File: src/rtl/oam_dma_pkg.sv
// oam_dma_pkg: shared state encoding and default addresses for the sprite DMA.
package oam_dma_pkg;
  typedef enum logic [2:0] {IDLE, HALT, ALIGN, READ, WRITE, DONE} state_t;
  localparam logic [15:0] OAM_DMA_TRIGGER = 16'h4014;
  localparam logic [15:0] OAM_DMA_DEST = 16'h2004;
endpackage

File: src/rtl/oam_dma_if.sv
// oam_dma_if: CPU snoop/halt handshake plus the DMA side of the system bus.
interface oam_dma_if;
  logic [15:0] cpu_addr;
  logic cpu_rw;
  logic [7:0] cpu_data;
  logic cpu_halt;
  logic cpu_halt_ack;
  logic dma_active;
  logic [15:0] dma_addr;
  logic dma_rw;
  logic [7:0] dma_data_out;
  logic [7:0] dma_data_in;
  logic busy;
  modport master (
    input cpu_addr, cpu_rw, cpu_data, cpu_halt_ack, dma_data_in,
    output cpu_halt, dma_active, dma_addr, dma_rw, dma_data_out, busy
  );
  modport slave (
    output cpu_addr, cpu_rw, cpu_data, cpu_halt_ack, dma_data_in,
    input cpu_halt, dma_active, dma_addr, dma_rw, dma_data_out, busy
  );
endinterface

File: src/rtl/oam_dma.sv
// oam_dma: 2A03-style sprite DMA, halts the CPU and copies LENGTH bytes from page $XX00 to DEST_ADDR.
// OAM_DMA_PARITY_ALIGN_EN adds the parity toggle and the odd-cycle ALIGN dummy read.
module oam_dma
  import oam_dma_pkg::*;
#(
  parameter logic [15:0] TRIGGER_ADDR = OAM_DMA_TRIGGER,
  parameter logic [15:0] DEST_ADDR = OAM_DMA_DEST,
  parameter int LENGTH = 256
) (
  input logic clock,
  input logic nreset,
  oam_dma_if.master bus
);
  localparam logic [8:0] LEN = 9'(LENGTH);
  state_t state, state_nx;
  logic [7:0] page, rdata;
  logic [8:0] idx, idx_inc;
  logic trig, go_align, active;
  assign trig = state == IDLE && bus.cpu_addr == TRIGGER_ADDR && !bus.cpu_rw;
  assign idx_inc = idx + 9'd1;
`ifdef OAM_DMA_PARITY_ALIGN_EN
  logic parity;
  always_ff @(posedge clock or negedge nreset)
    if (!nreset) parity <= 1'b0;
    else parity <= ~parity;
  assign go_align = parity;
`else
  assign go_align = 1'b0;
`endif
  always_ff @(posedge clock or negedge nreset)
    if (!nreset) state <= IDLE;
    else state <= state_nx;
  // read data is registered by peripherals on negedge, so it is stable at the edge ending READ
  always_ff @(posedge clock or negedge nreset)
    if (!nreset) begin
      page <= '0;
      idx <= '0;
      rdata <= '0;
    end else begin
      if (trig) page <= bus.cpu_data;
      if (trig) idx <= '0;
      else if (state == WRITE) idx <= idx_inc;
      if (state == READ) rdata <= bus.dma_data_in;
    end
  always_comb begin
    state_nx = state;
    case (state)
      IDLE: state_nx = trig ? HALT : IDLE;
      HALT: state_nx = !bus.cpu_halt_ack ? HALT : go_align ? ALIGN : READ;
      ALIGN: state_nx = READ;
      READ: state_nx = WRITE;
      WRITE: state_nx = idx_inc < LEN ? READ : DONE;
      DONE: state_nx = IDLE;
      default: state_nx = IDLE;
    endcase
  end
  assign active = state inside {ALIGN, READ, WRITE};
  assign bus.dma_active = active;
  assign bus.cpu_halt = active || state == HALT;
  assign bus.busy = state != IDLE;
  assign bus.dma_rw = state != WRITE;
  assign bus.dma_addr = state == WRITE ? DEST_ADDR : active ? {page, idx[7:0]} : 16'h0000;
  assign bus.dma_data_out = state == WRITE ? rdata : 8'h00;
endmodule

File: src/flat_wrapper.sv
// flat-port wrapper written by rule: the top's interface ports become plain ports
module oam_dma_flat import oam_dma_pkg::*;
#(
  parameter logic [15:0] TRIGGER_ADDR = OAM_DMA_TRIGGER,
  parameter logic [15:0] DEST_ADDR = OAM_DMA_DEST,
  parameter int LENGTH = 256
)
  (clock, nreset, bus_cpu_addr, bus_cpu_rw, bus_cpu_data, bus_cpu_halt_ack, bus_dma_data_in, bus_cpu_halt, bus_dma_active, bus_dma_addr, bus_dma_rw, bus_dma_data_out, bus_busy);
  oam_dma_if bus_i ();
  input logic clock;
  input logic nreset;
  input wire logic [$bits(bus_i.cpu_addr)-1:0] bus_cpu_addr;
  input wire logic [$bits(bus_i.cpu_rw)-1:0] bus_cpu_rw;
  input wire logic [$bits(bus_i.cpu_data)-1:0] bus_cpu_data;
  input wire logic [$bits(bus_i.cpu_halt_ack)-1:0] bus_cpu_halt_ack;
  input wire logic [$bits(bus_i.dma_data_in)-1:0] bus_dma_data_in;
  output wire logic [$bits(bus_i.cpu_halt)-1:0] bus_cpu_halt;
  output wire logic [$bits(bus_i.dma_active)-1:0] bus_dma_active;
  output wire logic [$bits(bus_i.dma_addr)-1:0] bus_dma_addr;
  output wire logic [$bits(bus_i.dma_rw)-1:0] bus_dma_rw;
  output wire logic [$bits(bus_i.dma_data_out)-1:0] bus_dma_data_out;
  output wire logic [$bits(bus_i.busy)-1:0] bus_busy;
  assign bus_i.cpu_addr = bus_cpu_addr;
  assign bus_i.cpu_rw = bus_cpu_rw;
  assign bus_i.cpu_data = bus_cpu_data;
  assign bus_i.cpu_halt_ack = bus_cpu_halt_ack;
  assign bus_i.dma_data_in = bus_dma_data_in;
  assign bus_cpu_halt = bus_i.cpu_halt;
  assign bus_dma_active = bus_i.dma_active;
  assign bus_dma_addr = bus_i.dma_addr;
  assign bus_dma_rw = bus_i.dma_rw;
  assign bus_dma_data_out = bus_i.dma_data_out;
  assign bus_busy = bus_i.busy;
  oam_dma #(.TRIGGER_ADDR(TRIGGER_ADDR), .DEST_ADDR(DEST_ADDR), .LENGTH(LENGTH)) u_core (.clock(clock), .nreset(nreset), .bus(bus_i));
endmodule
File: config.mk
export PLATFORM = sky130hd
export DESIGN_NAME = oam_dma_flat
export DESIGN_NICKNAME = d
export VERILOG_FILES = /design/src/rtl/oam_dma_pkg.sv /design/src/rtl/oam_dma_if.sv /design/src/rtl/oam_dma.sv /design/src/flat_wrapper.sv
export SDC_FILE = /design/constraint.sdc
export NUM_CORES = 1
export LEC_CHECK = 0
export BUFFER_PORTS_ARGS = -buffer_cell sky130_fd_sc_hd__buf_2
export CAP_MARGIN = 20
export CORE_MARGIN = 4
export CORE_UTILIZATION = 41
export CTS_CLUSTER_SIZE = 24
export DETAILED_ROUTE_END_ITERATION = 10
export PLACE_DENSITY_LB_ADDON = 0.1
export SLEW_MARGIN = 40
export SYNTH_ARGS = -nofsm -noshare
export SYNTH_HDL_FRONTEND = slang
export SYNTH_SLANG_ARGS = --single-unit
File: constraint.sdc
create_clock -name clock -period 5.1 [get_ports clock]
set_clock_uncertainty 0.2 [all_clocks]
set_input_delay 0 -clock clock [delete_from_list [all_inputs] [get_ports clock]]
set_output_delay 0 -clock clock [all_outputs]
set_load 0.02 [all_outputs]
After elaboration in Yosys (flattened, before gate mapping)
Cells that the tools add are included.
Widths: inputs -> output; s select.
{ "classes": {"add_sub_neg": 1, "n_lt_le_gt_ge": 1, "eq_ne": 6, "mux": 9, "reduce_logical": 8} }
{ "ops": {"columns": ["cell", "n"], "rows": [
  ["$mux 16", 2],
  ["$mux 9", 2],
  ["$eq 16x15->1 const B", 1],
  ["$pmux 3 s5", 1],
  ["$add 9x1->9 const B", 1],
  ["$lt 9x9->1 const B", 1],
  ["$mux 8", 1],
  ["$eq 3x2->1 const B", 2],
  ["$reduce_bool 3->1", 2],
  ["$eq 3x1->1 const B", 1],
  ["$eq 3x3->1 const B", 1],
  ["$logic_not 3->1", 1],
  ["$mux 3", 1],
  ["$ne 3x3->1 const B", 1],
  ["$logic_and 1x1->1", 2],
  ["$mux 2", 1],
  ["$reduce_bool 2->1", 1],
  ["$logic_not 1->1", 1],
  ["$logic_or 1x1->1", 1],
  ["$mux 1", 1]
]} }
{ "word_totals": {"ff_bits": 28, "inputBits": 36, "out_inout_bits": 28, "word_cells": 29} }

Depth between registers and ports, before layout
Gate-level depths: netlist of the first run.
{ "depth": {"depth_word": 5, "mapped_depth": 6, "ltp_nobuf": 5} }

Worst setup path after synthesis of the first run
Ideal clock, no wire load.
{ "synth_timing": {"path_kind": "flip-flop to flip-flop", "startpoint": "register u_core.state[0]", "endpoint": "register u_core.page[0]", "setup_time_ps": 125, "arrival_ps": 1602, "required_time_ps": 4775, "setup_slack_ps": 3173, "stages_incl_launch_ff": 6, "path_buffers": 1, "synth_period_minus_slack_ps": 1927, "path_cell_list": "dfrtp_1 buf_2 nor3_2 nand4_1 nor4_4 mux2_2"} }
{ "synth_via": {"elab_chain_len": 3} }
{ "synth_lines": {"columns": ["element", "line_no", "rtl"], "rows": [
  ["start, declared", "oam_dma.sv:15", "state_t state, state_nx;"],
  ["start signal, assigned", "oam_dma.sv:32", "else state <= state_nx;"],
  ["$logic_not 3->1", "oam_dma.sv:19", "assign trig = state == IDLE && bus.cpu_addr == TRIGGER_ADDR && !bus.cpu_rw;"],
  ["$logic_and 1x1->1 (2 in series)", "oam_dma.sv:19", null],
  ["end signal, assigned", "oam_dma.sv:40", "if (trig) page <= bus.cpu_data;"],
  ["end, declared", "oam_dma.sv:16", "logic [7:0] page, rdata;"]
]} }
Every way passes these cells.
A chain may end at the register's enable or synchronous reset.

Worst setup path in the final report of the first run
Ends and elaborated chain as after synthesis.

==> reports/metrics.yaml, run 1 <==
drt:
  vias_per_cell: 4.69
  wl_um: 3300
  vias: 1225
  dr.first_iter.drc_count: 50
  drc: 0
  dr.pass1.iters: 6
  wl_per_cell_um: 12.7
  antenna_left: 0
logic_synthesis:
  synth_seq_area_share_pct: 49.3
  synthXorXnorAreaFrac_pct: 5.55
  ys_seq_elements: 28
  postSynthAreaPerCell_sq_um: 10.9
  ys.flop_type: "dfrtp_1"
  synth_top_area_share_pct: 49.3
  synth_edf_count: 0
  synth_nets: 167
  synthCells: 130
  ys_types: 31
  synth-simple-area-share_pct: 26.1
  ys_async_sr_fraction_pct: 100
  synth_top_family_by_area: "simple AND/OR/NAND/NOR gates"
  yosysTopAreaCell: "dfrtp_1"
  yosysWarnings: 0
  synthTopCellsByArea: "dfrtp_1 (49%), mux2_2 (12%), and2_1 (10%), nand2_1 (3.2%), xnor2_1 (3.1%)"
  syn-cell-area_sq_um: 1420
  synth_compound_area_share_pct: 2.64
  synthAdderAreaFrac_pct: 0.880
  synth.mux.area_fraction_pct: 13.4
clock_network:
  htree_levels: 1
  cts_made_buffers: 3
  tritoncts: "yes"
  cts_buffer_depth: 2
  cts_sinks: 28
  clk_latency_ns: 0.32
  post_cts_buffers: 0
  clockRootBuffer: "clkbuf_4"
  path_clk_slew_ns: 0.14
die:
  die_h_um: 66.9
  io_pins: 64
  row_count: 21
  dieArea_sq_um: 4470
  core_area_sq_um: 3340
  start_util_pct: 42.6
  chipWidth_um: 66.9
finish:
  nFillCells: 292
  final_common_cell: "buf_2"
  nets: 253
  syn_to_final_growth_pct: 43.3
  seqCellArea_sq_um: 701
  drive_gt1_share_pct: 41.4
  antenna_cells_inserted: 0
  fin_area_sq_um: 2040
  multiInputGateArea_sq_um: 692
  fin_util_pct: 61.0
  layout_common_cells: "buf_2 (63), dfrtp_1 (28), and2_1 (23), dlygate4sd3_1 (22), mux2_2 (15)"
timing:
  finalCriticalPeriod_ns: 2.88
  worst-slew-pin-transition_ns: 0.620
  post-route-period-util_pct: 56.5
  relSlewSlack_pct: 58.7
  setup_violations: 0
  rsz0062_at_grt: "no"
  fmax_mhz: 347
  setup_slack_ns: 2.22
  drv_slew: 0
  fin_tns_setup_ns: 0
  hold_viol: 0
setup_path:
  r2r_slack_ns: 2.22
  worst-r2r-cell-count: 6
  crit_arrival_ns: 2.91
  setup.worst_path.start_class: "flip-flop"
  worstPathRequired_ns: 5.13
  critPathMaxFanout: 9
  end_kind: "flip-flop"
  critPathKind: "reg -> reg"
pwr:
  internal_power_mw: 0.291
  power_mw: 0.366
  pwr-share-clk_pct: 29.0
  pwr-share-comb_pct: 9.0
  irDropWorstVdd_mv: 0.106
  power_density_nw_per_um2: 180
  leakagePower_nw: 1.03
  switching_share_pct: 20.4
  power.switching_mw: 0.0748
  seqPwrFrac_pct: 61.9
placed_design:
  port_buffers: 63
  dpl_cell_area_sq_um: 1780
  place_ws_ns: 2.73
  dp_hpwl_um: 2390
  gp_congestion: 0.798
global_route:
  globalRouteTotalUtil_pct: 16.0
  grt_pass1_vias: 1287
  grt_pass1_wl_um: 5560
  grt_start_max_net_pins: 29
  antenna_found_initial: 0
  grt-ovfl-total: 0
worst_hold_path:
  worstHoldPathType: "in -> async"
run_status:
  outcome: "completed"
job:
  drv_cap: 0
==> state kept, by name, indices dropped and copies added, names as in the netlist <==
register / flops
u_core.state: 3
u_core.rdata: 8
u_core.page: 8
u_core.idx: 9
==> layout make-up <==
type,instances,share of cell area (%)
clock buffer,4,1.78
inverter,2,0.369
multi-input combinational,95,34.0
sequential,28,34.4
tap,46,2.83
timing repair buffer,86,26.7
==> worst max-delay path, cell delays in order (launching register included) <==
cell	delay, ns
dfrtp_1	0.51
nor3_2	0.25
nand4_1	0.16
nor4_4	0.25
dlygate4sd3_1	0.81
buf_4	0.25
mux2_2	0.34
==> final timing paths <==
| check | from | endpoint |
|---|---|---|
| worst max-delay path | u_core.state[0]$_DFF_PN0_ | u_core.page[0]$_DFFE_PN0N_ |
| max in group asynchronous | nreset | u_core.page[7]$_DFFE_PN0N_ |
| min in group clock | bus_cpu_data[7] | u_core.page[7]$_DFFE_PN0N_ |
| worst min-delay path | nreset | u_core.state[0]$_DFF_PN0_ |
| worst min register to register | u_core.page[7]$_DFFE_PN0N_ | u_core.page[7]$_DFFE_PN0N_ |
| worst max register to register | u_core.state[0]$_DFF_PN0_ | u_core.page[0]$_DFFE_PN0N_ |
==> power by group through the flow <==
stage               clock (mW)  combinational [mW]  sequential, mW
CTS                      0.112              0.0334           0.227
finish                   0.106              0.0330           0.227
global route             0.120              0.0367           0.227
floorplan                    0             0.00416           0.230
global placement             0              0.0211           0.231
detailed placement           0              0.0223           0.231
==> kinds of logic after synthesis <==
logic type                 Yosys count
adders and majority gates            1
and+or+nand+nor                     62
buffers and inverters                7
AOI/OAI and AO/OA                    6
muxes                               17
DFF                                 28
xor gates and xnor gates             9
==> Yosys cell counts (2+ instances only) <==
master    instances
dfrtp_1          28
and2_1           23
mux2_2           15
nand2_1          12
nor2_1            8
xnor2_1           5
nor4_1            4
xor2_1            4
clkbuf_1          3
nand4_1           3
nor3_1            3
a21oi_1           2
nor2b_1           2
==> per-stage QoR <==
stage,std cells,hold slack [ns]
2_1_floorplan,130,-0.496
3_3_place_gp,234,-0.156
4_1_cts,261,0.0215
5_1_grt,261,0.0529
3_5_place_dp,235,-0.150
6_report,261,0.0120
==> repair_timing <==
action,4_1_cts,5_1_grt
setup endpoints to repair,0,0
hold buffers,22,0
resized for setup,0,0
hold endpoints to repair,55,0
==> per-layer routing <==
layer / track usage (%) / part of all wire [%] / vias to the layer above
met4: 4.56 / 0.42 / 0
met5: 0 / 0 / -
met1: 17.7 / 40 / 584
met2: 30.7 / 54 / 30
li1: - / - / 609
met3: 2.87 / 5.7 / 2
(Power assumes the default switching activity.)
==> inputs of run 2 (changes only) <==
==> constraint.sdc (replaced) <==
create_clock -name clock -period 2.59 [get_ports clock]
set_clock_uncertainty 0.2 [all_clocks]
set_input_delay 0 -clock clock [delete_from_list [all_inputs] [get_ports clock]]
set_output_delay 0 -clock clock [all_outputs]
set_load 0.02 [all_outputs]
==> reports/metrics.yaml, run 2 (synthesis results as in run 1) <==
run_status:
  outcome: "completed"
placed_design:
  place_ws_ns: 0.588  # -2.15 ns
  gp_congestion: 0.795  # -0.43%
  dpl_cell_area_sq_um: 1790  # +0.70%
  port_buffers: 63  # unchanged
  dp_hpwl_um: 2340  # -2.2%
finish:
  regMostFlops: "u_core.idx"
  seqCellArea_sq_um: 702  # +0.18%
  nets: 253  # unchanged
  syn_to_final_growth_pct: 42.6
  fin_util_pct: 60.7  # -0.30 points
  final_common_cell: "buf_2"
  antenna_cells_inserted: 0  # unchanged
  top_regs: "u_core.idx x9, u_core.page x8, u_core.rdata x8"
  largest_register_ff_count: 9  # unchanged
  layout_common_cells: "buf_2 (63), dfrtp_1 (27), and2_1 (23), dlygate4sd3_1 (20), mux2_2 (15)"
  fin_area_sq_um: 2030  # -0.49%
  drive_gt1_share_pct: 42.1  # +0.66 points
  nFillCells: 321  # +9.9%
  multiInputGateArea_sq_um: 696  # +0.54%
pwr:
  irDropWorstVdd_mv: 0.226  # +110%
  power_density_nw_per_um2: 337  # +88%
  leakagePower_nw: 1.02  # -1.3%
setup_path:
  r2r_slack_ns: 0.15  # -2.07 ns
  r2r-start: "u_core.state[0]$_DFF_PN0_"
  cp_num_cells: 6  # unchanged
  crit_arrival_ns: 2.46  # -0.45 ns
  critPathKind: "reg -> reg"
  worstPathRequired_ns: 2.61  # -2.52 ns
  worst-r2r-cell-count: 6  # unchanged
  cp_slowest_cell: "dlygate4sd3_1"
  critPathLaunch: "u_core.state[0]$_DFF_PN0_"
  setup.worst_path.start_class: "flip-flop"
  crit_chain: "nor3_4 -> nand4_1 -> nor4_4 -> dlygate4sd3_1 -> buf_6 -> mux2_2"
  end_kind: "flip-flop"
  critPathMaxStageDelay_ns: 0.59  # -0.22 ns
  critPathMaxFanout: 18  # +9
  crit_buf_inv: 2  # unchanged
  critical_path.top_delay_family: "buffers and inverters"
drt:
  vias_per_cell: 4.64  # -1.1%
  drc: 0  # unchanged
  antenna_left: 0  # unchanged
  wl_per_cell_um: 12.4  # -2.3%
  wl_um: 3220  # -2.7%
  dr.pass1.iters: 4  # -2
  dr.first_iter.drc_count: 26  # -48%
  vias: 1207  # -1.5%
worst_hold_path:
  worstHoldPathType: "in -> async"
clock_network:
  cts_made_buffers: 3  # unchanged
  tritoncts: "yes"
  cts_sinks: 28  # unchanged
  clockRootBuffer: "clkbuf_4"
  cts_buffer_depth: 2  # unchanged
  path_clk_slew_ns: 0.14  # about the same
  clk_latency_ns: 0.32  # about the same
  htree_levels: 1  # unchanged
  post_cts_buffers: 0  # unchanged
die:
  dieArea_sq_um: 4470  # unchanged
  core_area_sq_um: 3340  # unchanged
  row_count: 21  # unchanged
  start_util_pct: 42.6  # unchanged
  die_h_um: 66.9  # unchanged
  chipWidth_um: 66.9  # unchanged
  io_pins: 64  # unchanged
timing:
  drv_slew: 0  # unchanged
  setup_slack_ns: 0.151  # -2.07 ns
  timing.hold.ws_ns: 0.0121  # +0.0000987 ns
  finalCriticalPeriod_ns: 2.44  # -0.441 ns
  fin_tns_setup_ns: 0  # unchanged
  hold_viol: 0  # unchanged
  relSlewSlack_pct: 59.1  # +0.43 points
  setup_violations: 0  # unchanged
  fmax_mhz: 410  # +18%
  worst-slew-pin-transition_ns: 0.614  # -0.00644 ns
  post-route-period-util_pct: 94.2  # +38 points
  rsz0062_at_grt: "no"
global_route:
  globalRouteTotalUtil_pct: 15.8  # -0.23 points
  grt_pass1_wl_um: 5340  # -4.0%
  grt_pass1_vias: 1198  # -6.9%
  grt-ovfl-total: 0  # unchanged
  antenna_found_initial: 0  # unchanged
  grt_start_max_net_pins: 29  # unchanged
job:
  drv_cap: 0  # unchanged
## run 2: metal layers
layer | share of wire, % | track usage (%) | vias up | routed length (um)
li1 | - | - | 608 | -
met1 | 40 | 18.4 | 565 | 1290
met2 | 52 | 28.1 | 30 | 1690
met3 | 6.0 | 3.20 | 4 | 193
met4 | 1.4 | 6.08 | 0 | 44
met5 | 0 | 0 | - | 0
## run 2: what timing repair did
| action | in CTS | in global routing |
|---|---|---|
| gates resized for setup | 0 | 3 |
| hold buffers | 20 | 0 |
| hold endpoints to repair | 53 | 0 |
| endpoints found under the setup margin | 0 | 8 |
## run 2: through the flow
step                      power [mW]  cells
after floorplan                0.462    130
after global placement         0.496    237
after detailed placement       0.498    237
after CTS                      0.694    260
after global routing           0.718    260
final                          0.682    260
## run 2: cell type report
class	count	area share, %
Sequential cell	28	34.6
Multi-Input combinational cell	95	34.3
Timing Repair Buffer	86	26.7
Tap cell	46	2.84
Clock buffer	3	1.11
Inverter	2	0.370
## run 2: power breakdown
group	internal, mW	switching [mW]
Clock	0.0545	0.118
Sequential	0.443	0.00251
Combinational	0.0433	0.0208
Total	0.541	0.141
## run 2: final timing paths
path | to
max in group asynchronous | u_core.state[0]$_DFF_PN0_
worst min-delay path | u_core.state[1]$_DFF_PN0_
min in group clock | u_core.page[6]$_DFFE_PN0N_
worst min register to register | u_core.page[7]$_DFFE_PN0N_
worst max-delay path | u_core.page[4]$_DFFE_PN0N_
worst max register to register | u_core.page[4]$_DFFE_PN0N_
==> inputs of run 3 (changes only) <==
--- a/config.mk
+++ b/config.mk
@@ -11,7 +11,8 @@
 export CORE_UTILIZATION = 41
 export CTS_CLUSTER_SIZE = 24
 export DETAILED_ROUTE_END_ITERATION = 10
-export PLACE_DENSITY_LB_ADDON = 0.1
+export GPL_ROUTABILITY_DRIVEN = 1
+export PLACE_DENSITY = 0.78
 export SLEW_MARGIN = 40
 export SYNTH_ARGS = -nofsm -noshare
 export SYNTH_HDL_FRONTEND = slang
==> reports/metrics.yaml, run 3 (synthesis results as in run 1) <==
drt:
  dr_wl_met3_um: 164  # -15%
  vias: 1211  # +0.33%
  drc: 0  # unchanged
  highest_layer: "met3"
  wl_um: 3410  # +6.2%
  dr.first_iter.drc_count: 19  # -27%
  wl_per_cell_um: 13.1  # +5.7%
  antenna_left: 0  # unchanged
  dr.pass1.iters: 4  # unchanged
  met1_length_um: 1340  # +3.9%
  wl_met2_um: 1910  # +13%
  vias_per_cell: 4.64  # about the same
global_route:
  grt_pass1_wl_um: 5830  # +9.2%
  grt-ovfl-total: 0  # unchanged
  grt_start_max_net_pins: 29  # unchanged
  grt_pass1_vias: 1309  # +9.3%
  globalRouteTotalUtil_pct: 17.0  # +1.2 points
  antenna_found_initial: 0  # unchanged
setup_path:
  critPathMaxStageDelay_ns: 0.60  # about the same
  worstPathRequired_ns: 2.62  # about the same
  critical_path.top_delay_family: "buffers and inverters"
  cp_slowest_cell: "dlygate4sd3_1"
  crit_path_end: "u_core.page[5]$_DFFE_PN0N_"
  r2r-start: "u_core.state[0]$_DFF_PN0_"
  critPathMaxFanout: 18  # unchanged
  r2r_slack_ns: 0.12  # -0.03 ns
  critPathKind: "reg -> reg"
  crit_buf_inv: 2  # unchanged
  crit_arrival_ns: 2.50  # +0.04 ns
  cp_num_cells: 6  # unchanged
  setup.worst_path.start_class: "flip-flop"
  reg2reg_to: "u_core.page[5]$_DFFE_PN0N_"
  worst-r2r-cell-count: 6  # unchanged
  crit_chain: "nor3_4 -> nand4_1 -> nor4_4 -> dlygate4sd3_1 -> buf_6 -> mux2_2"
  critPathLaunch: "u_core.state[0]$_DFF_PN0_"
  end_kind: "flip-flop"
timing:
  setup_violations: 0  # unchanged
  fmax_mhz: 405  # -1.2%
  relSlewSlack_pct: 58.5  # -0.62 points
  drv_slew: 0  # unchanged
  worst-slew-pin-transition_ns: 0.623  # +0.00929 ns
  fin_tns_setup_ns: 0  # unchanged
  finalCriticalPeriod_ns: 2.47  # +0.0304 ns
  post-route-period-util_pct: 95.4  # +1.2 points
  timing.hold.ws_ns: 0.00406  # -0.00807 ns
  hold_viol: 0  # unchanged
  rsz0062_at_grt: "no"
die:
  die_h_um: 66.9  # unchanged
  core_area_sq_um: 3340  # unchanged
  row_count: 21  # unchanged
  io_pins: 64  # unchanged
  chipWidth_um: 66.9  # unchanged
  start_util_pct: 42.6  # unchanged
  dieArea_sq_um: 4470  # unchanged
pwr:
  power_density_nw_per_um2: 354  # +5.1%
  leakagePower_nw: 1.03  # +0.71%
  irDropWorstVdd_mv: 0.338  # +50%
finish:
  final_common_cell: "buf_2"
  layout_common_cells: "buf_2 (63), dfrtp_1 (27), and2_1 (23), dlygate4sd3_1 (20), mux2_2 (15)"
  drive_gt1_share_pct: 42.3  # +0.27 points
  syn_to_final_growth_pct: 43.6
  antenna_cells_inserted: 0  # unchanged
  multiInputGateArea_sq_um: 696  # unchanged
  top_regs: "u_core.idx x9, u_core.page x8, u_core.rdata x8"
  regMostFlops: "u_core.idx"
  nFillCells: 282  # -12%
  seqCellArea_sq_um: 702  # unchanged
  fin_area_sq_um: 2040  # +0.68%
  nets: 253  # unchanged
  largest_register_ff_count: 9  # unchanged
clock_network:
  cts_sinks: 28  # unchanged
  htree_levels: 1  # unchanged
  path_clk_slew_ns: 0.15  # about the same
  post_cts_buffers: 0  # unchanged
  tritoncts: "yes"
  clockRootBuffer: "clkbuf_4"
  cts_made_buffers: 3  # unchanged
  clk_latency_ns: 0.32  # about the same
  cts_buffer_depth: 2  # unchanged
placed_design:
  gp_congestion: 0.764  # -3.8%
  port_buffers: 63  # unchanged
  dpl_cell_area_sq_um: 1790  # unchanged
  dp_hpwl_um: 2250  # -3.9%
run_status:
  outcome: "completed"
job:
  drv_cap: 0  # unchanged
worst_hold_path:
  worstHoldPathType: "in -> async"
## run 3: changes by cell type in the layout (fill, tap and decap cells not counted), sizes merged
cell,previous run,this run
clkbuf,3,4
## run 3: timing repair
action                                 4_1_cts  5_1_grt
setup endpoints to repair                    0        8
endpoints found under the hold margin       54        0
resized for setup                            0        3
hold buffers                                20        0
## run 3: cell type report
cell class | instances | share of cell area [%]
inverter | 2 | 0.368
multi-input combinational | 95 | 34.1
sequential | 28 | 34.4
timing repair buffer | 86 | 26.5
tap | 46 | 2.82
clock buffer | 4 | 1.78
## run 3: metal layers
| metal | vias up | GRT usage (%) |
|---|---|---|
| met1 | 578 | 19.5 |
| li1 | 607 | - |
| met4 | 0 | 3.04 |
| met3 | 0 | 2.87 |
| met2 | 26 | 32.8 |
| met5 | - | 0 |
## run 3: worst min-delay path by stage
stage	from	cells after the start	end	slack, ns
6_report	nreset	2	u_core.rdata[7]$_DFFE_PN0N_	0.004
5_1_grt	nreset	2	u_core.rdata[2]$_DFFE_PN0N_	0.07
4_1_cts	nreset	2	u_core.rdata[7]$_DFFE_PN0N_	0.03
3_5_place_dp	nreset	1	u_core.rdata[7]$_DFFE_PN0N_	-0.15
3_3_place_gp	nreset	1	u_core.rdata[7]$_DFFE_PN0N_	-0.16
2_1_floorplan	nreset	0	u_core.idx[0]$_DFFE_PN0P_	-0.50
## run 3: power breakdown
group | switching [mW] | internal, mW | total [mW]
clock network | 0.124 | 0.0859 | 0.210
registers | 0.00258 | 0.444 | 0.446
logic | 0.0221 | 0.0434 | 0.0654
## run 3: through the flow
stage	instances	power, mW	utilization (%)	worst slack (ns)
finish	261	0.722	61.2	0.120
global route	261	0.757	61.2	0.0133
CTS	261	0.727	60.8	0.0428
detailed placement	237	0.497	53.7	0.587
global placement	237	0.496	53.7	0.646
floorplan	130	0.462	-	0.663
